===== src/rtl/uio_arb_pkg.sv =====
// Shared types and constants for the uio pad bus arbiter.
package uio_arb_pkg;

    typedef enum logic [1:0] {
        IDLE,
        TURN,
        XFER
    } state_t;

    localparam logic DIR_READ  = 1'b0;
    localparam logic DIR_WRITE = 1'b1;

    localparam logic [7:0] OE_DRIVE = 8'hFF;
    localparam logic [7:0] OE_FLOAT = 8'h00;

endpackage


===== src/rtl/uio_bus_arbiter_rr_picker.sv =====
// Combinational round-robin search: first set request at or after ptr, wrapping.
module rr_picker #(
    parameter int N = 4,
    parameter int W = (N > 1) ? $clog2(N) : 1
) (
    input  logic [N-1:0] req,
    input  logic [W-1:0] ptr,
    output logic [W-1:0] idx,
    output logic         found
);

    // Scan N positions starting at ptr; the earliest hit wins.
    always_comb begin
        int pos;
        idx   = '0;
        found = 1'b0;
        pos   = 0;
        for (int k = 0; k < N; k++) begin
            pos = int'(ptr) + k;
            if (pos >= N) begin
                pos = pos - N;
            end
            if (!found && req[pos]) begin
                found = 1'b1;
                idx   = W'(pos);
            end
        end
    end

endmodule


===== src/rtl/uio_bus_arbiter.sv =====
// Round-robin arbiter sharing the bidirectional uio pad bus, with turnaround on direction change.
module uio_bus_arbiter
    import uio_arb_pkg::*;
#(
    parameter int NREQ       = 4,
    parameter int MAX_BURST  = 8,
    parameter int TURNAROUND = 1
) (
    input  logic              clk,
    input  logic              rst,
    input  logic              ena,
    input  logic [NREQ-1:0]   req,
    input  logic [NREQ-1:0]   wr,
    input  logic [NREQ-1:0]   last,
    input  logic [NREQ*8-1:0] wdata,
    output logic [NREQ-1:0]   gnt,
    output logic [7:0]        rdata,
    output logic              rvalid,
    output logic              busy,
    input  logic [7:0]        uio_in,
    output logic [7:0]        uio_out,
    output logic [7:0]        uio_oe
);

    localparam int IW = (NREQ > 1) ? $clog2(NREQ) : 1;
    localparam logic [NREQ-1:0] GNT_ONE = NREQ'(1);

    state_t          state;
    logic [IW-1:0]   idx;
    logic [IW-1:0]   rr_ptr;
    logic [IW-1:0]   pick_idx;
    logic [IW-1:0]   next_ptr;
    logic            pick_found;
    logic            bus_dir;
    logic            tgt_dir;
    logic [7:0]      beat_cnt;
    logic [1:0]      turn_cnt;
    logic            beat;
    logic            end_beat;
    logic            driving;

    rr_picker #(
        .N(NREQ),
        .W(IW)
    ) u_picker (
        .req  (req),
        .ptr  (rr_ptr),
        .idx  (pick_idx),
        .found(pick_found)
    );

    // Beat qualification, pointer advance and pad drive derived from the registered state.
    always_comb begin
        beat     = req[idx];
        end_beat = beat && (last[idx] || (beat_cnt == 8'(MAX_BURST - 1)));
        next_ptr = (idx == IW'(NREQ - 1)) ? '0 : idx + IW'(1);
        driving  = (state == XFER) && (bus_dir == DIR_WRITE);
        busy     = (state != IDLE);
        uio_oe   = driving ? OE_DRIVE : OE_FLOAT;
        uio_out  = driving ? wdata[8*idx +: 8] : 8'h00;
    end

    // Arbitration FSM: pick a requester, pay turnaround if the direction flips, then run the burst.
    always_ff @(posedge clk) begin
        if (rst) begin
            state    <= IDLE;
            idx      <= '0;
            rr_ptr   <= '0;
            gnt      <= '0;
            rdata    <= 8'h00;
            rvalid   <= 1'b0;
            bus_dir  <= DIR_READ;
            tgt_dir  <= DIR_READ;
            beat_cnt <= 8'd0;
            turn_cnt <= 2'd0;
        end else if (!ena) begin
            state    <= IDLE;
            gnt      <= '0;
            rvalid   <= 1'b0;
            beat_cnt <= 8'd0;
            turn_cnt <= 2'd0;
            bus_dir  <= DIR_READ;
        end else begin
            case (state)
                IDLE: begin
                    rvalid <= 1'b0;
                    if (pick_found) begin
                        idx     <= pick_idx;
                        tgt_dir <= wr[pick_idx];
                        if (wr[pick_idx] != bus_dir) begin
                            state    <= TURN;
                            turn_cnt <= 2'(TURNAROUND - 1);
                        end else begin
                            state    <= XFER;
                            gnt      <= GNT_ONE << pick_idx;
                            beat_cnt <= 8'd0;
                        end
                    end
                end
                TURN: begin
                    rvalid <= 1'b0;
                    if (turn_cnt == 2'd0) begin
                        bus_dir  <= tgt_dir;
                        state    <= XFER;
                        gnt      <= GNT_ONE << idx;
                        beat_cnt <= 8'd0;
                    end else begin
                        turn_cnt <= turn_cnt - 2'd1;
                    end
                end
                XFER: begin
                    rvalid <= beat && (bus_dir == DIR_READ);
                    if (beat && (bus_dir == DIR_READ)) begin
                        rdata <= uio_in;
                    end
                    if (!beat || end_beat) begin
                        state    <= IDLE;
                        gnt      <= '0;
                        rr_ptr   <= next_ptr;
                        beat_cnt <= 8'd0;
                    end else begin
                        beat_cnt <= beat_cnt + 8'd1;
                    end
                end
                default: begin
                    state <= IDLE;
                    gnt   <= '0;
                end
            endcase
        end
    end

endmodule


===== config.mk =====
export PLATFORM = sky130hd
export DESIGN_NAME = uio_bus_arbiter
export DESIGN_NICKNAME = d
export VERILOG_FILES = /design/src/rtl/uio_arb_pkg.sv /design/src/rtl/uio_bus_arbiter_rr_picker.sv /design/src/rtl/uio_bus_arbiter.sv
export SDC_FILE = /design/constraint.sdc
export NUM_CORES = 1
export LEC_CHECK = 0
export ABC_AREA = 1
export BUFFER_PORTS_ARGS = -buffer_cell sky130_fd_sc_hd__buf_2
export CELL_PAD_IN_SITES_DETAIL_PLACEMENT = 1
export CELL_PAD_IN_SITES_GLOBAL_PLACEMENT = 2
export CORE_ASPECT_RATIO = 1.5
export CORE_UTILIZATION = 27
export DETAILED_ROUTE_END_ITERATION = 16
export PLACE_DENSITY_LB_ADDON = 0.25
export SLEW_MARGIN = 10
export SYNTH_ARGS = -nofsm -noshare
export SYNTH_HDL_FRONTEND = slang
export SYNTH_SLANG_ARGS = --single-unit

===== constraint.sdc =====
create_clock -name clk -period 3.4 [get_ports clk]
set_clock_uncertainty 0.15 [all_clocks]
set_input_delay 0.51 -clock clk [delete_from_list [all_inputs] [get_ports clk]]
set_output_delay 0.51 -clock clk [all_outputs]
set_load 0.02 [all_outputs]

==> impl_metrics.toml, run 1 <==
[cells_and_area]
fin_nets = 518
drive_gt1_share_pct = 28.42
finalNonFillerCells = 568
final_cell_mix = "buf_2 (84), nor2_1 (76), nand2_1 (73)"
final_common_cell = "buf_2"
n_antenna_cell = 0
synthToLayoutAreaGrowth_pct = 26.27
nFillCells = 1172
fin_util_pct = 35.02

[timing]
hold_viol = 0
grt_setup_unrepaired = "false"
relSlewSlack_pct = 65.76
setup_viol_count_final = 0
min_period_over_period_pct = 82.17
tightest_slew_ns = 0.5107
worst_hold_slack_ns = 0.3190
fmax_ghz = 0.3579
tns_ns = 0
slew_viol_final = 0
fin_crit_ns = 2.794

[clock_tree]
h-tree-depth = 2
clock_latency_ns = 0.27
clk_pin_slew_ns = 0.05
root_buffer = "clkbuf_16"
holdBufCountCts = 0
post_cts_resized = 0
clock-sinks = 31
post-cts-setup-buffers = 0
cts_buffer_depth = 2
cts_made_buffers = 5
cts_tree = "built"

[floorplan]
die_y_um = 115.9
fp.dieW_um = 77.91
start_util_pct = 27.74
io_pins = 85
row_count = 41
die-area_um2 = 9026
core_area_um2 = 8413

[worst_setup_path]
required_ns = 2.74
reg2reg_from = "rr_ptr[0]"
cp_data_arrival_time_ns = 2.13
critPathMaxFanout = 9
path_class = "register to output pin"
start_kind = "register"
endpoint_kind = "output pin"
crit_path_start = "state[1]"

[route]
routed_wl_mm = 7.682
drt_iter0_drc = 44
ant_nets = 0
vias = 2681
wl_per_cell_um = 13.52
drc = 0
viasPerCell = 4.720
dr.pass1.iters = 4

[logic_synthesis]
ys_ff_latch = 31
synth_compound_area_share_pct = 15.50
synth_top_area_share_pct = 26.60
synth_area_leaders = "dfxtp_1 (27%), nor2_1 (12%), nand2_1 (12%)"
yosys_warnings = 0
synth-edff-count = 0
synth_top_family_by_area = "simple AND/OR/NAND/NOR gates"
synth_xor_area_share_pct = 0.7507
yosysTopAreaCell = "dfxtp_1"
syn_inst = 382
ys.flop_type = "dfxtp_1"
synthSimpleGateAreaFrac_pct = 43.81
synth.distinct_cells = 31
syn_avg_cell_area_um2 = 6.109
yosys-mux-area-fraction_pct = 0
yosysSeqAreaShare_pct = 26.60
netlist_area_um2 = 2333
synthArstFlopShare_pct = 0
syn_nets = 440
synth_fa_ha_area_share_pct = 1.609

[status]
outcome = "finished, final reports clean"

[power]
p_per_area_nw_per_um2 = 557.4
ir_drop_v = 0.0003172
p_leak_nw = 1.536
p_total_mw = 1.642

[global_route]
grt_pass1_vias = 2766
grt_pass1_wl_mm = 12.81
grt_use_met3_pct = 1.654
grt_max_degree = 26
use_met1_pct = 18.83
grt_busiest_layer = "met2"
met2_usage_pct = 36.40
grt_usage_pct = 17.84
overflow = 0
antenna_found_initial = 0

[placed_design]
dp.cells = 560
gp_congestion = 0.7856
dp_hpwl_mm = 6.194
io_buffer_count = 84

[flow_run]
cap_violations = 0

[min_path]
hold_path_startpoint = "uio_in[6]"
min_path_type = "input pin to register"
## through the flow
stage	area (µm²)	setup slack, ns
global placement	2809	0.8441
global route	2947	0.4109
floorplan	2333	1.179
CTS	2947	0.5659
finish	2947	0.6061
detailed placement	2809	0.7553
## critical path, cell delays in order, from the launching register on
cell and delay [ns]:
dfxtp_1 0.39, inv_1 0.10, nor2_1 0.20, inv_1 0.10, nor2_1 0.41, inv_1 0.27
a21oi_1 0.19, buf_2 0.19
## layer usage
layer / up-vias / wire [µm]
met4: 0 / 96
met3: 8 / 228
met5: - / 0
met2: 45 / 4269
li1: 1391 / -
met1: 1237 / 3087
## layout make-up
cell class / instances / area (µm²) / share of cell area [%]
clock inverter: 1 / 5.005 / 0.1699
sequential: 31 / 620.6 / 21.06
timing repair buffer: 91 / 473.0 / 16.05
multi-input combinational: 295 / 1439 / 48.83
clock buffer: 7 / 132.6 / 4.501
tap: 107 / 133.9 / 4.544
inverter: 36 / 142.6 / 4.841
## registers in the layout, indices dropped and copies added, names as in the netlist
register,cells
rdata,8
idx,2
rr_ptr,2
bus_dir,1
turn_cnt,2
rvalid,1
tgt_dir,1
gnt,4
beat_cnt,8
state,2
## final timing paths
path	endpoint	cells after the start	slack, ns
setup / recovery	uio_out[2]	7	0.61
hold / removal	rdata[6]	3	0.32
setup reg to reg	beat_cnt[6]	13	0.82
hold reg to reg	gnt[1]	2	0.33
## cell families after synthesis
group,after synthesis
AO/OA/AOI/OAI,70
adder cells (fa/ha/maj),3
XOR/XNOR,2
AND/OR/NAND/NOR,220
flip-flops,31
buffers and inverters,56
## synthesized netlist by cell type (4+ instances only)
library cell and number:
o21ai_0 33, nand2_1 73, nand3_1 33, inv_2 4, clkbuf_1 6, nand3_2 6, buf_4 8, dfxtp_1 31
nand2_2 12, inv_1 31, a21oi_1 32, nor2_1 76, nand4_1 7
## report_power, final
| part | switching, mW | leakage (nW) | internal [mW] |
|---|---|---|---|
| Combinational | 0.488 | 1.22 | 0.265 |
| Sequential | 0.0491 | 0.252 | 0.421 |
| Clock | 0.149 | 0.0679 | 0.270 |
| Total | 0.686 | 1.54 | 0.956 |
No activity file was read; power rests on OpenSTA's default activity.
==> run 2: changes to the inputs <==
--- a/config.mk
+++ b/config.mk
@@ -10,7 +10,7 @@
 export CELL_PAD_IN_SITES_DETAIL_PLACEMENT = 1
 export CELL_PAD_IN_SITES_GLOBAL_PLACEMENT = 2
 export CORE_ASPECT_RATIO = 1.5
-export CORE_UTILIZATION = 27
+export CORE_UTILIZATION = 25
 export DETAILED_ROUTE_END_ITERATION = 16
 export PLACE_DENSITY_LB_ADDON = 0.25
 export SLEW_MARGIN = 10
==> constraint.sdc (replaced) <==
create_clock -name clk -period 2.9 [get_ports clk]
set_clock_uncertainty 0.15 [all_clocks]
set_input_delay 0.435 -clock clk [delete_from_list [all_inputs] [get_ports clk]]
set_output_delay 0.435 -clock clk [all_outputs]
set_load 0.02 [all_outputs]
==> run 2 against run 1 <==
  * Non-clock buffer count decreased by 2
  * Die area is 7.8% higher
  * Total power up 18%
  * Combinational power is 15% higher
  * Clock power up 23%
  * Critical path depth increased by 8
  * Core utilization down 2.0 points
  * Wire length down 0.69%
  * Final area about the same
  * Count of clock-buffer cells in the layout down 1
  * Critical path type is now register to register
  * Largest cell class unchanged
  * Highest routed layer unchanged
==> impl_metrics.toml, run 2 (synthesis gave the netlist of run 1 again) <==
[timing]
worst_hold_slack_ns = 0.2362
fin_crit_ns = 2.430
relSlewSlack_pct = 55.33
grt_setup_unrepaired = "false"
tns_ns = 0
min_period_over_period_pct = 83.79
hold_viol = 0
setup_viol_count_final = 0
slew_viol_final = 0
fmax_ghz = 0.4116
tightest_slew_ns = 0.6678

[worst_setup_path]
reg2reg_from = "rr_ptr[1]"
start_kind = "register"
path_class = "register to register"
endpoint_kind = "register"
required_ns = 2.92
cp_data_arrival_time_ns = 2.45
critPathMaxFanout = 25
crit_path_start = "rr_ptr[1]"
r2r_slack_ns = 0.47

[placed_design]
io_buffer_count = 84
placed_area_um2 = 2798
dp_hpwl_mm = 6.161
dp.cells = 561
gp_congestion = 0.7689

[global_route]
grt_pass1_vias = 2759
grt_usage_pct = 16.84
antenna_found_initial = 0
grt_pass1_wl_mm = 12.70
grt_max_degree = 26
overflow = 0

[cells_and_area]
largestRegisters = "beat_cnt x8, rdata x8, gnt x4"
drive_gt1_share_pct = 28.60
final_common_cell = "buf_2"
final_cell_mix = "buf_2 (84), nor2_1 (76), nand2_1 (73)"
fin_nets = 516
fin_util_pct = 33.01
synthToLayoutAreaGrowth_pct = 26.38
n_antenna_cell = 0
fin_area_um2 = 2949
finalNonFillerCells = 568

[route]
wl_per_cell_um = 13.43
dr.pass1.iters = 4
drc = 0
ant_nets = 0
vias = 2701
routed_wl_mm = 7.629
viasPerCell = 4.755
drt_iter0_drc = 42

[min_path]
min_path_type = "input pin to register"
hold_path_startpoint = "uio_in[0]"

[power]
p_leak_nw = 1.535
p_per_area_nw_per_um2 = 656.9
ir_drop_v = 0.0003092

[clock_tree]
holdBufCountCts = 0
cts_made_buffers = 5
h-tree-depth = 2
cts_buffer_depth = 2
post-cts-setup-buffers = 0
clk_pin_slew_ns = 0.05
clock-sinks = 31
root_buffer = "clkbuf_16"
cts_tree = "built"
clock_latency_ns = 0.28

[flow_run]
cap_violations = 0

[floorplan]
core_area_um2 = 8934
die_y_um = 120.3
row_count = 42
die-area_um2 = 9732
io_pins = 85
start_util_pct = 26.12
fp.dieW_um = 80.89

[status]
outcome = "finished, final reports clean"
==> run 2: metal layers <==
metal / GRT usage (%) / routed length (µm)
met1: 17.83 / 3033
met2: 31.88 / 4167
met3: 2.642 / 243
met4: 6.696 / 184
met5: 0 / 0
==> run 2: worst paths after layout <==
path | cells after the start | to
worst max register to register | 15 | beat_cnt[3]
worst min-delay path | 3 | rdata[0]
worst min register to register | 2 | gnt[2]
worst max-delay path | 15 | beat_cnt[3]
==> run 2: through the flow <==
step	worst slack, ns	power [mW]
after floorplan	0.7544	1.240
after global placement	0.3054	1.423
after detailed placement	0.2421	1.442
after CTS	0.2480	1.967
after global routing	0.1875	2.127
final	0.4702	1.937
==> run 2: critical path: stages (launching register included) <==
cell and delay, ns:
dfxtp_1 0.44, inv_2 0.11, nand2_2 0.09, nand2_4 0.07, nand2_1 0.06, nand2_1 0.06, nand2_1 0.08, nand2_1 0.06
nand2_1 0.15, nand3_2 0.13, nand2_1 0.08, nand3_1 0.14, nand3_2 0.13, nand3_4 0.26, a21oi_1 0.25, nor2_1 0.06
==> run 2: what timing repair did <==
item / 4_1_cts / 5_1_grt
setup endpoints to repair: 0 / 8
hold endpoints to repair: 0 / 0
resized for setup: 0 / 2
==> run 2: where the power goes <==
part	internal, mW	switching (mW)	total, mW
sequential	0.494	0.0648	0.558
clock	0.334	0.181	0.515
combinational	0.307	0.556	0.863
total	1.13	0.802	1.94
==> run 2: final cells by class <==
class | count | area [µm²]
fillers | 1215 | 5984
repair buffers | 89 | 457.9
well taps | 110 | 137.6
multi-input cells | 295 | 1445
clock inverters | 1 | 5.005
clock buffers | 6 | 138.9
inverters | 36 | 142.6
flip-flops and latches | 31 | 621.8
==> run 3: changes to the inputs <==
--- a/config.mk
+++ b/config.mk
@@ -10,7 +10,7 @@
 export CELL_PAD_IN_SITES_DETAIL_PLACEMENT = 1
 export CELL_PAD_IN_SITES_GLOBAL_PLACEMENT = 2
 export CORE_ASPECT_RATIO = 1.5
-export CORE_UTILIZATION = 25
+export CORE_UTILIZATION = 22
 export DETAILED_ROUTE_END_ITERATION = 16
 export PLACE_DENSITY_LB_ADDON = 0.25
 export SLEW_MARGIN = 10
==> constraint.sdc (replaced) <==
create_clock -name clk -period 2.03 [get_ports clk]
set_clock_uncertainty 0.15 [all_clocks]
set_input_delay 0.3045 -clock clk [delete_from_list [all_inputs] [get_ports clk]]
set_output_delay 0.3045 -clock clk [all_outputs]
set_load 0.02 [all_outputs]
==> run 3 against run 2 <==
  * The run now ends with negative setup slack left
  * Sequential power grew 43%
  * Sequential cell count is the same
  * First-iteration DRC count up 12%
  * Die area grew 13%
  * Clock power increased by 53%
  * Core utilization up 2.0 points
  * Final area rose by 21%
  * Count of clock-buffer cells in the layout increased by 2
  * Wire length increased by 12%
  * Sequential share of layout area is 3.4 points lower
  * Highest routed layer unchanged
==> impl_metrics.toml, run 3 (synthesis gave the netlist of run 1 again) <==
[status]
outcome = "finished, violations left"
violations = "negative setup slack"

[cells_and_area]
fin_nets = 554
largestRegisters = "beat_cnt x8, rdata x8, gnt x4"
fin_area_um2 = 3567
n_antenna_cell = 0
synthToLayoutAreaGrowth_pct = 52.87
drive_gt1_share_pct = 40.64
nFillCells = 1332
final_common_cell = "buf_2"
final_cell_mix = "buf_2 (83), nor2_1 (73), nand2_1 (64)"

[clock_tree]
clock_latency_ns = 0.27
cts_buffer_depth = 2
root_buffer = "clkbuf_16"
holdBufCountCts = 0
clock-sinks = 31
clk_pin_slew_ns = 0.05
h-tree-depth = 2
cts_tree = "built"
cts_made_buffers = 5

[worst_setup_path]
cpPeakStageDelay_ns = 0.36
r2r-end = "beat_cnt[1]"
cp_cell_sequence = "buf_12, inv_8, nand2_2, nand3_1, nand2_2, nand2_2, nand2_2, nand2_4, nand4_1, nand2_2, nand2_2, nand3_2, nand3_4, clkbuf_16, a21oi_1, nor2_1"
cp_common_cell = "nand2_2"
reg2reg_depth = 16
path_class = "register to register"
r2r_slack_ns = -0.22
crit_path_start = "rr_ptr[0]"
reg2reg_from = "rr_ptr[0]"
start_kind = "register"
required_ns = 2.05
cp_data_arrival_time_ns = 2.27
critPathMaxFanout = 10
endpoint_kind = "register"
crit_slowest_cell = "dfxtp_4"

[route]
drt_iter0_drc = 47
drc = 0
wl_per_cell_um = 13.35
routed_wl_mm = 8.517
viasPerCell = 4.470
vias = 2852
dr.pass1.iters = 4
ant_nets = 0

[timing]
slew_viol_final = 0
min_period_over_period_pct = 111.1
tightest_slew_ns = 0.3728
worst_hold_slack_ns = 0.1075
fin_crit_ns = 2.255
relSlewSlack_pct = 75.12
setup_viol_count_final = 16
grt_setup_unrepaired = "true"
hold_viol = 0
setup_ws_ns = -0.2249
fmax_ghz = 0.4435

[floorplan]
die_y_um = 128.1
row_count = 45
core_area_um2 = 10190
die-area_um2 = 11030
io_pins = 85
fp.dieW_um = 86.09
start_util_pct = 22.90

[placed_design]
io_buffer_count = 84
gp_congestion = 0.7534
dp_hpwl_mm = 6.549
placed_area_um2 = 3087

[global_route]
antenna_found_initial = 0
grt_pass1_wl_mm = 13.55
overflow = 0
grt_usage_pct = 15.67
grt_pass1_vias = 2936
grt_max_degree = 17

[min_path]
min_to = "rdata[3]"
min_path_type = "input pin to register"
holdPathStages = 3
hold_path_startpoint = "uio_in[3]"

[flow_run]
cap_violations = 0

[power]
p_leak_nw = 1.796
ir_drop_v = 0.0005968
p_per_area_nw_per_um2 = 950.9
[run 3: critical path: cells and delay by family (launching register included)]
family                 cells  cell delay [ns]
flip-flops                 1             0.36
buffers and inverters      3             0.41
AO/OA/AOI/OAI              1             0.12
AND/OR/NAND/NOR           12             1.11
[run 3: timing repair]
action	CTS	global route
gates resized for setup	29	27
endpoints found under the setup margin	33	27
buffers inserted	2	3
pin swaps	6	3
gates cloned	1	2
[run 3: worst max-delay path by stage]
stage	cells after the start	slack (ns)	end
5_1_grt	18	-0.43	beat_cnt[0]
3_5_place_dp	12	-0.48	beat_cnt[0]
4_1_cts	17	-0.22	gnt[0]
3_3_place_gp	11	-0.40	beat_cnt[6]
2_1_floorplan	6	0.01	uio_out[0]
6_report	16	-0.22	beat_cnt[1]
[run 3: final cells by class]
cell class              instances  area, µm²  share of cell area [%]
repair buffers                127      842.1                   23.61
inverters                      36      142.6                   3.999
well taps                     141      176.4                   4.946
flip-flops and latches         31      630.6                   17.68
multi-input cells             295       1619                   45.39
clock buffers                   8      156.4                   4.384
[run 3: report_power, final]
| group | leakage (nW) | total [mW] | switching (mW) | internal, mW |
|---|---|---|---|---|
| Clock | 0.0772 | 0.786 | 0.265 | 0.522 |
| Sequential | 0.255 | 0.796 | 0.0885 | 0.708 |
| Combinational | 1.46 | 1.81 | 1.01 | 0.800 |
[run 3: per-layer routing]
metal / GRT usage [%] / part of all wire [%]
met5: 0 / 0
met4: 4.902 / 1.7
met3: 2.125 / 3.6
met2: 31.75 / 57
met1: 16.02 / 37
[run 3: per-stage QoR]
step | utilization [%] | setup TNS, ns | power [mW] | instances | setup slack [ns]
5_1_grt | 35.00 | -6.261 | 3.667 | 638 | -0.4332
6_report | 35.00 | -2.966 | 3.392 | 638 | -0.2249
4_1_cts | 33.33 | -3.035 | 3.275 | 633 | -0.2168
3_3_place_gp | 30.29 | -5.331 | 2.218 | 622 | -0.3954
2_1_floorplan | - | 0 | 1.772 | 382 | 0.01486
3_5_place_dp | 30.29 | -6.119 | 2.250 | 622 | -0.4779
